**config.mk**
```make
export PLATFORM = sky130hd
export DESIGN_NAME = int_ctrl
export DESIGN_NICKNAME = d
export VERILOG_FILES = /design/src/rtl/int_ctrl_pkg.sv /design/src/rtl/int_prio_enc.sv /design/src/rtl/int_ctrl.sv
export SDC_FILE = /design/constraint.sdc
export NUM_CORES = 1
export LEC_CHECK = 0
export BUFFER_PORTS_ARGS = -buffer_cell sky130_fd_sc_hd__buf_4
export CORE_ASPECT_RATIO = 0.8
export CORE_MARGIN = 2
export CORE_UTILIZATION = 45
export DETAILED_ROUTE_END_ITERATION = 8
export GPL_TIMING_DRIVEN = 0
export PLACE_DENSITY = 0.76
export SYNTH_ARGS = -nofsm -noshare
export SYNTH_HDL_FRONTEND = slang
export SYNTH_HIERARCHICAL = 1
export SYNTH_SLANG_ARGS = --single-unit
```
**constraint.sdc**
```tcl
create_clock -name clk_bus -period 3.5 [get_ports clk_bus]
set_input_delay 0 -clock clk_bus [delete_from_list [all_inputs] [get_ports clk_bus]]
set_output_delay 0 -clock clk_bus [all_outputs]
set_load 0.05 [all_outputs]
```
**src/rtl/int_ctrl_pkg.sv**
```systemverilog
// Shared definitions for the interrupt controller: FSM states, the CALL
// opcode seen by the control-unit decode table, and the injected word layout.
package int_ctrl_pkg;

    typedef enum logic [1:0] {
        IDLE    = 2'd0,
        INJECT  = 2'd1,
        HOLDOFF = 2'd2
    } state_e;

    localparam logic [4:0] CALL_OPCODE = 5'b10110;

    localparam int CALL_W  = 29;
    localparam int OPC_MSB = 28;
    localparam int OPC_LSB = 24;
    localparam int RSV_MSB = 23;
    localparam int RSV_LSB = 16;
    localparam int TGT_MSB = 15;
    localparam int TGT_LSB = 0;
    localparam int TGT_W   = TGT_MSB - TGT_LSB + 1;

    function automatic logic [CALL_W-1:0] build_call(input logic [TGT_W-1:0] target);
        logic [CALL_W-1:0] w;
        w                  = '0;
        w[OPC_MSB:OPC_LSB] = CALL_OPCODE;
        w[RSV_MSB:RSV_LSB] = '0;
        w[TGT_MSB:TGT_LSB] = target;
        return w;
    endfunction

endpackage

```
**src/rtl/int_prio_enc.sv**
```systemverilog
// Lowest-index-first priority encoder: valid plus index of the lowest set bit.
module int_prio_enc #(
    parameter int N     = 8,
    parameter int IDX_W = (N > 1) ? $clog2(N) : 1
) (
    input  logic [N-1:0]     req,
    output logic             valid,
    output logic [IDX_W-1:0] idx
);

    // Scanning downward lets the lowest set bit win the last assignment.
    always_comb begin
        valid = 1'b0;
        idx   = '0;
        for (int i = N - 1; i >= 0; i--) begin
            if (req[i]) begin
                valid = 1'b1;
                idx   = IDX_W'(i);
            end
        end
    end

endmodule

```
**src/rtl/int_ctrl.sv**
```systemverilog
// Interrupt controller: synchronised edge/level capture, pending latch,
// fixed-priority arbitration with optional nesting, CALL injection at fetch.
module int_ctrl
    import int_ctrl_pkg::*;
#(
    parameter int N_IRQ     = 8,
    parameter int ADDR_W    = 16,
    parameter int INST_W    = 29,
    parameter int VEC_SHIFT = 2
) (
    input  logic                     clk_bus,
    input  logic                     rst_bus,
    input  logic [N_IRQ-1:0]         irq_in,
    input  logic [N_IRQ-1:0]         cfg_en,
    input  logic [N_IRQ-1:0]         cfg_edge,
    input  logic                     nest_en,
    input  logic [ADDR_W-1:0]        vec_base,
    input  logic                     inst_boundary,
    input  logic                     eoi,
    output logic                     inject,
    output logic [INST_W-1:0]        inject_inst,
    output logic [$clog2(N_IRQ)-1:0] active_id,
    output logic [N_IRQ-1:0]         pending,
    output logic [N_IRQ-1:0]         in_service,
    output logic                     eoi_err
);

    localparam int ID_W = $clog2(N_IRQ);

    state_e                   state_q, state_d;
    logic [1:0][N_IRQ-1:0]    sync_q, sync_d;
    logic [N_IRQ-1:0]         prev_q, prev_d;
    logic [N_IRQ-1:0]         pending_q, pending_d;
    logic [N_IRQ-1:0]         in_service_q, in_service_d;
    logic                     eoi_err_q, eoi_err_d;
    logic                     inject_q, inject_d;
    logic [INST_W-1:0]        inst_q, inst_d;
    logic [ID_W-1:0]          active_id_q, active_id_d;

    logic [N_IRQ-1:0]         irq_s, rise, set_vec, blocked, eligible;
    logic [N_IRQ-1:0]         grant_clr, eoi_clr;
    logic                     grant_vld, eoi_vld, take, run;
    logic [ID_W-1:0]          grant_idx, eoi_idx;
    logic [ADDR_W-1:0]        target;
    logic [CALL_W-1:0]        call_word;

    int_prio_enc #(.N(N_IRQ), .IDX_W(ID_W)) u_grant_enc (
        .req   (eligible),
        .valid (grant_vld),
        .idx   (grant_idx)
    );

    int_prio_enc #(.N(N_IRQ), .IDX_W(ID_W)) u_eoi_enc (
        .req   (in_service_q),
        .valid (eoi_vld),
        .idx   (eoi_idx)
    );

    always_comb begin
        sync_d  = {sync_q[0], irq_in};
        prev_d  = sync_q[1];
        irq_s   = sync_q[1];
        rise    = irq_s & ~prev_q;
        set_vec = cfg_en & ((cfg_edge & rise) | (~cfg_edge & irq_s));

        // With nesting, a channel is blocked by any in-service channel of equal or higher priority.
        run     = 1'b0;
        blocked = '0;
        for (int i = 0; i < N_IRQ; i++) begin
            run        = run | in_service_q[i];
            blocked[i] = nest_en ? run : (|in_service_q);
        end
        eligible = pending_q & cfg_en & ~blocked;

        target    = vec_base + (ADDR_W'(grant_idx) << VEC_SHIFT);
        call_word = build_call(TGT_W'(target));
    end

    always_comb begin
        state_d     = state_q;
        inject_d    = 1'b0;
        inst_d      = '0;
        active_id_d = active_id_q;
        take        = 1'b0;
        case (state_q)
            IDLE: begin
                if (grant_vld && inst_boundary) begin
                    take        = 1'b1;
                    state_d     = INJECT;
                    inject_d    = 1'b1;
                    inst_d      = INST_W'(call_word);
                    active_id_d = grant_idx;
                end
            end
            INJECT:  state_d = HOLDOFF;
            HOLDOFF: state_d = IDLE;
            default: state_d = IDLE;
        endcase
    end

    // EOI clears from the pre-injection in_service; the new grant is OR'd in afterwards.
    always_comb begin
        grant_clr    = take ? (N_IRQ'(1) << grant_idx) : '0;
        eoi_clr      = (eoi && eoi_vld) ? (N_IRQ'(1) << eoi_idx) : '0;
        pending_d    = (pending_q & ~grant_clr) | set_vec;
        in_service_d = (in_service_q & ~eoi_clr) | grant_clr;
        eoi_err_d    = eoi_err_q | (eoi & ~eoi_vld);
    end

    always_ff @(posedge clk_bus or negedge rst_bus) begin
        if (!rst_bus) begin
            state_q      <= IDLE;
            sync_q       <= '0;
            prev_q       <= '0;
            pending_q    <= '0;
            in_service_q <= '0;
            eoi_err_q    <= 1'b0;
            inject_q     <= 1'b0;
            inst_q       <= '0;
            active_id_q  <= '0;
        end else begin
            state_q      <= state_d;
            sync_q       <= sync_d;
            prev_q       <= prev_d;
            pending_q    <= pending_d;
            in_service_q <= in_service_d;
            eoi_err_q    <= eoi_err_d;
            inject_q     <= inject_d;
            inst_q       <= inst_d;
            active_id_q  <= active_id_d;
        end
    end

    assign inject      = inject_q;
    assign inject_inst = inst_q;
    assign active_id   = active_id_q;
    assign pending     = pending_q;
    assign in_service  = in_service_q;
    assign eoi_err     = eoi_err_q;

endmodule
```
Word-level counts from Yosys, hierarchy flattened --
Index checks and enable logic that the tools add are counted. W data, S select, Z words.
Storage, ports and cells: register bits after elaboration 76, word-level logic and storage cells 94, input port bits 45, output and inout port bits 50
Cells by class: bitwise operators 26, reductions and logical operators 5, shift-type cells 2, equality and inequality tests 2, muxes and demuxes 48, add/sub/neg operators 1
Operator list (number):
- $and A8 B8 Y8 | 8
- $mux W29 | 2
- $mux W3 | 16
- $not A8 Y8 | 5
- $mux W1 | 26
- $or A8 B8 Y8 | 3
- $add A16 B5 Y16 | 1
- $mux W8 | 2
- $shl A1 B3 Y8 const A | 2
- $or A1 B1 Y1 | 8
- $reduce_or A8 Y1 | 1
- $pmux W2 S2 | 1
- $eq A2 B1 Y1 const B | 1
- $logic_and A1 B1 Y1 | 2
- $logic_not A2 Y1 | 1
- $mux W2 | 1
- $ne A2 B2 Y1 const B | 1
- $reduce_and A2 Y1 | 1
- $and A1 B1 Y1 | 1
- $not A1 Y1 | 1

Logic depth before layout (Yosys ltp) --
Gate-level depths: netlist of run 1.
word-level depth 25, mapped depth 14, mapped depth without buffers 14

By module --
Netlist of run 1, hierarchy kept.
By module, submodules not included:
- int_ctrl | times used 1, cells an instance 228, seq. area each 1576.5 um^2, area an instance 2588.7 um^2
- int_prio_enc | times used 2, cells an instance 13, seq. area each 0.0 um^2, area an instance 80.1 um^2

Worst setup path before layout of run 1 --
No wires, ideal clock.
path kind reg2reg, from register in_service_q[2], in the netlist in_service[2], to register inst_q[10], in the netlist inject_inst[10], path buffers 0, library setup time 0.066 ns, clock period less this slack 3.734 ns, data arrival time 3.668 ns, stages on the path, launching flop included 13, data required time 3.434 ns, slack -0.234 ns, cell sequence dfrtp_1 -> nor4_2 -> nand3_1 -> o21ai_0 -> and3_1 -> o41ai_1 -> ha_1 -> inv_1 -> fa_1 -> and2b_1 -> o21ai_1 -> or4_1 -> nand2_1
On the way: elaborated cells between the ends (all ways) 37, those cells by class 1 x add/sub; 26 x mux; 8 x bitwise; 2 x reduce/logical
RTL lines:
- from (decl) | RTL line int_ctrl.sv:34 | logic [N_IRQ-1:0] in_service_q, in_service_d;
- from (signal assigned) | RTL line int_ctrl.sv:126 | in_service_q <= in_service_d;
- $reduce_or A8 Y1 / $or A1 B1 Y1 (equally long branches) | RTL line int_ctrl.sv:71, int_ctrl.sv:70
- $mux W1 * | RTL line int_ctrl.sv:71 | blocked[i] = nest_en ? run : (|in_service_q);
- $not A8 Y8 * | RTL line int_ctrl.sv:73 | eligible = pending_q & cfg_en & ~blocked;
- $and A8 B8 Y8 * | RTL line int_ctrl.sv:73
- named net eligible[2] | RTL line int_ctrl.sv:40 | logic [N_IRQ-1:0] irq_s, rise, set_vec, blocked, eligible;
- $mux W3 * (3 in series) | RTL line int_prio_enc.sv:16 | if (req[i]) begin
- named net grant_idx[0] | RTL line int_ctrl.sv:43 | logic [ID_W-1:0] grant_idx, eoi_idx;
- $add A16 B5 Y16 * | RTL line int_ctrl.sv:75 | target = vec_base + (ADDR_W'(grant_idx) << VEC_SHIFT);
- $mux W29 * | RTL line int_ctrl.sv:87 | if (grant_vld && inst_boundary) begin
- $mux W29 * | RTL line int_ctrl.sv:85 | case (state_q)
- named net inst_d[10] | RTL line int_ctrl.sv:37 | logic [INST_W-1:0] inst_q, inst_d;
- to (signal assigned) | RTL line int_ctrl.sv:129 | inst_q <= inst_d;
- to (decl) | RTL line int_ctrl.sv:37
Mark *: on every way through the listed nets, which the timed path passes. The rest lies on a longest branch. A chain may end at the register's enable or synchronous reset.

Worst setup path after layout of run 1 --
from register in_service_q[0], in the netlist in_service[0], to register inst_q[10], in the netlist inject_inst[10]
On the way: elaborated cells between the ends (all ways) 38, those cells by class 1 x add/sub; 26 x mux; 9 x bitwise; 2 x reduce/logical
RTL lines:
- $or A1 B1 Y1 (6 in series) | RTL line int_ctrl.sv:70 | run = run | in_service_q[i];
- $mux W1 * | RTL line int_ctrl.sv:71
- $not A8 Y8 * | RTL line int_ctrl.sv:73
- $and A8 B8 Y8 * | RTL line int_ctrl.sv:73
- named net eligible[6] | RTL line int_ctrl.sv:40
- $mux W3 * (7 in series) | RTL line int_prio_enc.sv:16
- named net grant_idx[1] | RTL line int_ctrl.sv:43
- $add A16 B5 Y16 * | RTL line int_ctrl.sv:75
- $mux W29 * | RTL line int_ctrl.sv:87
- $mux W29 * | RTL line int_ctrl.sv:85
- named net inst_d[10] | RTL line int_ctrl.sv:37
Marked as above.

==> results of run 1 <==
[metrics by stage]
stage               cell area, um^2  setup WS (ns)  util (%)  setup TNS [ns]
finish                         4244         0.1586     71.79               0
global route                   4244       -0.04960     71.79        -0.08444
CTS                            4114        0.02999     69.59               0
detailed placement             3527        -0.2120     59.66         -0.5949
global placement               3527        -0.1071     59.66         -0.2693
floorplan                      2795       0.001471         -               0
[worst min-delay path by stage]
stage	cells past startpoint	end	startpoint	slack, ns
floorplan	0	active_id[0]	rst_bus	-0.30
global placement	1	sync_d[11]	irq_in[3]	0.11
detailed placement	1	sync_d[11]	irq_in[3]	0.11
global route	3	pending[6]	cfg_edge[6]	0.01
CTS	3	pending[6]	cfg_edge[6]	0.003
finish	3	pending[6]	cfg_edge[6]	0.02
[synthesized netlist by cell type, types with 2 or more instances]
library cell / n
a211oi_1: 2
a21o_1: 2
a21oi_1: 5
a32o_1: 8
and2_1: 4
and2b_1: 2
and3_1: 4
buf_4: 14
dfrtp_1: 63
ha_1: 3
inv_1: 8
nand2_1: 37
nand2b_1: 3
nand3_1: 9
nand4_1: 2
nor2_1: 20
nor2b_1: 7
nor3_1: 3
nor4_1: 3
nor4_2: 4
o211ai_1: 4
o21ai_0: 13
o21bai_1: 2
o31ai_1: 3
o41ai_1: 3
or3_1: 2
xnor2_1: 4
xor2_1: 3
[final cells by class]
type / instances / area [um^2] / area share (%)
plain buffers: 17 / 118.9 / 2.801
clock buffers: 12 / 165.2 / 3.892
clock inverters: 3 / 65.06 / 1.533
inverters: 9 / 33.78 / 0.7960
multi-input cells: 174 / 1137 / 26.80
flip-flops and latches: 63 / 1584 / 37.32
well taps: 81 / 101.3 / 2.388
repair buffers: 128 / 1039 / 24.47
[state kept, by name, summed over array words and instances, names as in the netlist]
signal,flops
active_id,3
eoi_err,1
in_service,8
inject_inst,17
irq_s,8
pending,8
prev_q,8
state_q,2
sync_d,8
[what timing repair did]
action                                  in CTS  in global routing
pin swaps                                    2                  4
hold endpoints to repair                    93                  0
resized for setup                            6                 14
hold buffers                                31                  0
endpoints found under the setup margin       4                  9
setup buffers                                2                 11
[kinds of logic after synthesis]
kind of cell    after synthesis  share of synthesized area, %
flops                        63                         57.35
xor+xnor                      7                         2.230
simple gates                104                         19.30
compound gates               48                         12.97
other cells                   1                        0.1364
mux                           1                        0.3641
fa+ha+maj                     4                         2.094
buf+inv                      26                         5.552
[per-layer routing]
metal	global-route usage, %	vias up
met5	0	-
met4	7.744	0
met3	5.538	10
met2	33.01	103
met1	28.83	1168
li1	-	1173
[power by group through the flow]
stage,combinational [uW],sequential [uW],clock [uW]
finish,1950,1070,715
global route,2080,1090,764
CTS,1800,1060,732
detailed placement,1710,1060,0
global placement,1690,1050,0
floorplan,733,1530,0
[worst max-delay path, stage by stage (launching register included)]
cell and delay [ns]:
dfrtp_2 0.47, nor4_4 0.36, nand2_1 0.17, a2111oi_4 0.41, o21ai_0 0.18, a211oi_2 0.30
inv_1 0.12, fa_1 0.41, and2b_2 0.29, o21ai_2 0.09, or4_1 0.41, nand2_1 0.08
==> flow_summary.toml, run 1 <==
[routing]
dr_wl_met2_mm = 3.467
drt_first_pass_iters = 4
highest-signal-layer = "met4"
route.vias.total = 2454
ant_nets = 0
avgRoutedWirePerCell_um = 14.63
wl_mm = 7.125
dr_wl_met3_um = 527
wl_met1_mm = 3.036
drc = 0
drt-initial-drc-count = 221
viasPerCell = 5.039

[power_and_ir_drop]
pwr-share-seq_pct = 28.6
finalPower_uw = 3728
powerDensity_nw_per_um2 = 878.4
ir_drop_uv = 539.0
p_leak_uw = 0.002046
clockPowerShare_pct = 19.2
power_frac_comb_pct = 52.2
p_int_uw = 2065
switching_power_uw = 1663
netSwitchingFraction_pct = 44.60

[floorplan]
start_util_pct = 46.50
die_w_um = 91.39
num_rows = 25
die_h_um = 73.91
core_area_um2 = 5912
pin_count = 95
dieArea_um2 = 6754

[layout]
final_cell_mix = "buf_4, dfrtp_1, nand2_1"
num-nets-final = 451
drive_gt1_share_pct = 37.68
n_fill_cell = 403
antennaDiodeCount = 0
area_growth_syn_to_layout_pct = 54.39
layout_commonest_cell = "buf_4"
fin_cells = 487

[outcome]
status = "complete, no violations"

[global_route]
grt_pass1_vias = 2264
grt_pass1_wl_mm = 10.96
track_usage_pct = 21.11
antenna_found_initial = 0
grt_max_degree = 64
overflow = 0

[synth]
synth-warning-count = 6
synthArstFlopShare_pct = 100.0
ys_seq_area_share_pct = 57.35
synth_area_leaders = "dfrtp_1, nand2_1, buf_4"
yosys.area.top_type_share_pct = 57.35
synth-seq-cells = 63
synth_area_um2 = 2749
synth-edff-count = 0
syn_avg_cell_area_um2 = 10.82
synth_top_flop_cell = "dfrtp_1"
synth_cell_types = 45
synth_top_area_cell = "dfrtp_1"
synth_cells = 254

[timing]
setup_violations = 0
worst_slew_pin_slew_ns = 0.7781
maxSlewViolCount = 0
period_minus_slack_ns = 3.341
hold_ws_ns = 0.01837
clock_skew_ns = 0.009241
slew_headroom_pct = 48.13
fmax_mhz = 299.3
final-hold-violation-count = 0
period_share_pct = 95.47

[cts]
clock_latency_ns = 0.33
numCtsBuffers = 9
cts_root_buf = "clkbuf_8"
clockBufferDepth = 2
path_clk_slew_ns = 0.06
cts_max_level = 3
cts.sinks = 63
cts_tree = "done"

[placed_design]
dp.cells = 428
place_congestion = 0.8905
dp_hpwl_mm = 4.599
portBuffers = 84

[worst_hold_path]
holdCritPathClass = "in2reg"

[critical_path]
end_kind = "flop"
worstPathArrival_ns = 3.61
reg2reg_slack_ns = 0.16
timing.rr.end = "inject_inst[10]"
cp-startpoint = "in_service[0]"
worstPathMaxFanout = 8
worstSetupEndpoint = "inject_inst[10]"
rr_worst_depth = 11
startpoint_type = "flop"
criticalPathCategory = "reg2reg"
regToRegStartpoint = "in_service[0]"
critPathRequiredTime_ns = 3.77

[job]
drv_cap = 0
(Power assumes the default switching activity.)
==> run 2: changes to the inputs <==
--- a/config.mk
+++ b/config.mk
@@ -5,13 +5,13 @@
 export SDC_FILE = /design/constraint.sdc
 export NUM_CORES = 1
 export LEC_CHECK = 0
-export BUFFER_PORTS_ARGS = -buffer_cell sky130_fd_sc_hd__buf_4
+export BUFFER_PORTS_ARGS = -buffer_cell sky130_fd_sc_hd__buf_2
 export CORE_ASPECT_RATIO = 0.8
 export CORE_MARGIN = 2
 export CORE_UTILIZATION = 45
 export DETAILED_ROUTE_END_ITERATION = 8
 export GPL_TIMING_DRIVEN = 0
-export PLACE_DENSITY = 0.76
+export PLACE_DENSITY = 0.73
 export SYNTH_ARGS = -nofsm -noshare
 export SYNTH_HDL_FRONTEND = slang
 export SYNTH_HIERARCHICAL = 1
==> flow_summary.toml, run 2 (synthesis results as in run 1) <==
[floorplan]
pin_count = 95
dieArea_um2 = 6754
start_util_pct = 46.50
core_area_um2 = 5912
die_w_um = 91.39
die_h_um = 73.91
num_rows = 25

[layout]
area_growth_syn_to_layout_pct = 48.48
drive_gt1_share_pct = 36.27
layout_commonest_cell = "buf_2"
largest_reg_flops = 17
antennaDiodeCount = 0
num-nets-final = 452
final_cell_mix = "buf_2, dfrtp_1, dlygate4sd3_1"
post-route-util_pct = 69.04

[critical_path]
end_kind = "flop"
cpPeakStageDelay_ns = 0.48
worstPathArrival_ns = 3.70
regToRegStartpoint = "in_service[5]"
rr_worst_depth = 11
startpoint_type = "flop"
worstPathMaxFanout = 6
criticalPathCategory = "reg2reg"
path_delay_family = "compound AO/OA/AOI/OAI gates"
timing.rr.end = "inject_inst[12]"
reg2reg_slack_ns = 0.06
critPathRequiredTime_ns = 3.76
worstPathCellList = "nor4_4 > nand2_1 > a2111oi_2 > o21ai_1 > a211oi_4 > inv_1 > fa_1 > and2b_2 > o211ai_1 > or3_1 > a21oi_1"
cpMaxStageDelayCell = "a2111oi_2"
cp-startpoint = "in_service[5]"
worst-path-buf-inv = 1

[timing]
period_minus_slack_ns = 3.438
fmax_mhz = 290.8
maxSlewViolCount = 0
worst_slew_pin_slew_ns = 0.7786
finalWorstSetupSlack_ns = 0.06165
slew_headroom_pct = 48.09
setup_violations = 0
final-hold-violation-count = 0
rsz0062_at_grt = "true"
period_share_pct = 98.24
hold_ws_ns = 0.01802
clock_skew_ns = 0.01015

[placed_design]
dp_hpwl_mm = 4.608
detailedPlace.worstSlack_ns = -0.2148
place_congestion = 0.8813
portBuffers = 84

[outcome]
status = "complete, no violations"

[routing]
viasPerCell = 5.131
drt_first_pass_iters = 5
drt-initial-drc-count = 184
drc = 0
ant_nets = 0
route.vias.total = 2509
wl_mm = 7.227
avgRoutedWirePerCell_um = 14.78

[global_route]
antenna_found_initial = 0
grt_pass1_wl_mm = 11.22
track_usage_pct = 22.00
grt_pass1_vias = 2397
grt_max_degree = 64
overflow = 0

[cts]
cts_root_buf = "clkbuf_8"
clockBufferDepth = 2
cts.sinks = 63
clock_latency_ns = 0.35
numCtsBuffers = 9
path_clk_slew_ns = 0.07
cts_tree = "done"
cts_max_level = 3

[power_and_ir_drop]
switching_power_uw = 1668
netSwitchingFraction_pct = 45.23
p_int_uw = 2021
p_leak_uw = 0.001968
powerDensity_nw_per_um2 = 903.9
clockPowerShare_pct = 20.5
power_frac_comb_pct = 50.7
pwr-share-seq_pct = 28.8
ir_drop_uv = 477.7

[job]
drv_cap = 0

[worst_hold_path]
holdCritPathClass = "in2reg"
hold-path-cell-count = 3
min_to = "pending[7]"
holdCritStartpoint = "cfg_edge[7]"
==> run 2: cell types whose count changed in the layout (fill, tap and decap cells not counted), moves of 2 or more <==
cell	delta
and3_1	-2
buf_2	+83
buf_4	-90
clkbuf_1	+3
clkbuf_8	-2
dlygate4sd3_1	+8
nor2_1	-2
nor2_2	+2
o21ai_1	+2
==> run 2: what timing repair did <==
item / in CTS / in global routing
hold endpoints to repair: 31 / 63
pin swaps: 3 / 5
hold buffers: 38 / 1
endpoints found under the setup margin: 4 / 14
buffers inserted: 3 / 3
resized for setup: 9 / 15
==> run 2: power by group through the flow <==
stage	combinational [uW]	clock [uW]	sequential, uW
2_1_floorplan	733	0	1530
3_3_place_gp	1590	0	1040
3_5_place_dp	1610	0	1050
4_1_cts	1770	773	1060
5_1_grt	2000	805	1080
6_report	1870	756	1060
==> run 2: cell type report <==
cell class	count	area [um^2]
Fill cell	471	1831
Clock buffer	13	148.9
Sequential cell	63	1584
Inverter	9	33.78
Buffer	17	118.9
Clock inverter	3	90.09
Multi-Input combinational cell	174	1146
Timing Repair Buffer	129	858.3
Tap cell	81	101.3
==> run 2: worst register-to-register path, delay by kind of cell, from the launching register on <==
kind / cells / cell delay (ns)
flops: 1 / 0.46
simple gates: 4 / 1.13
fa+ha+maj: 1 / 0.42
compound gates: 5 / 1.24
buf+inv: 1 / 0.12
==> run 2: per-layer routing <==
metal / vias up / share of wire, % / global-route usage [%]
met4: 0 / 2.0 / 9.259
met3: 15 / 7.6 / 7.077
met1: 1204 / 43 / 27.91
met5: - / 0 / 0
li1: 1179 / - / -
met2: 111 / 48 / 35.46
==> run 2: metrics by stage <==
stage	cells	setup TNS (ns)	total power [uW]	instance area [um^2]
2_1_floorplan	263	0	2264	2795
3_3_place_gp	428	-0.3052	2628	3317
3_5_place_dp	428	-0.5785	2658	3317
4_1_cts	485	0	3596	4008
5_1_grt	489	-0.1475	3885	4081
6_report	489	0	3689	4081
==> run 2: worst max path at each step <==
stage | end | cells after the start
final | inject_inst[12] | 11
after CTS | inject_inst[14] | 13
after floorplan | inject_inst[10] | 12
after detailed placement | inject_inst[14] | 11
after global placement | inject_inst[10] | 12
after global routing | inject_inst[12] | 11
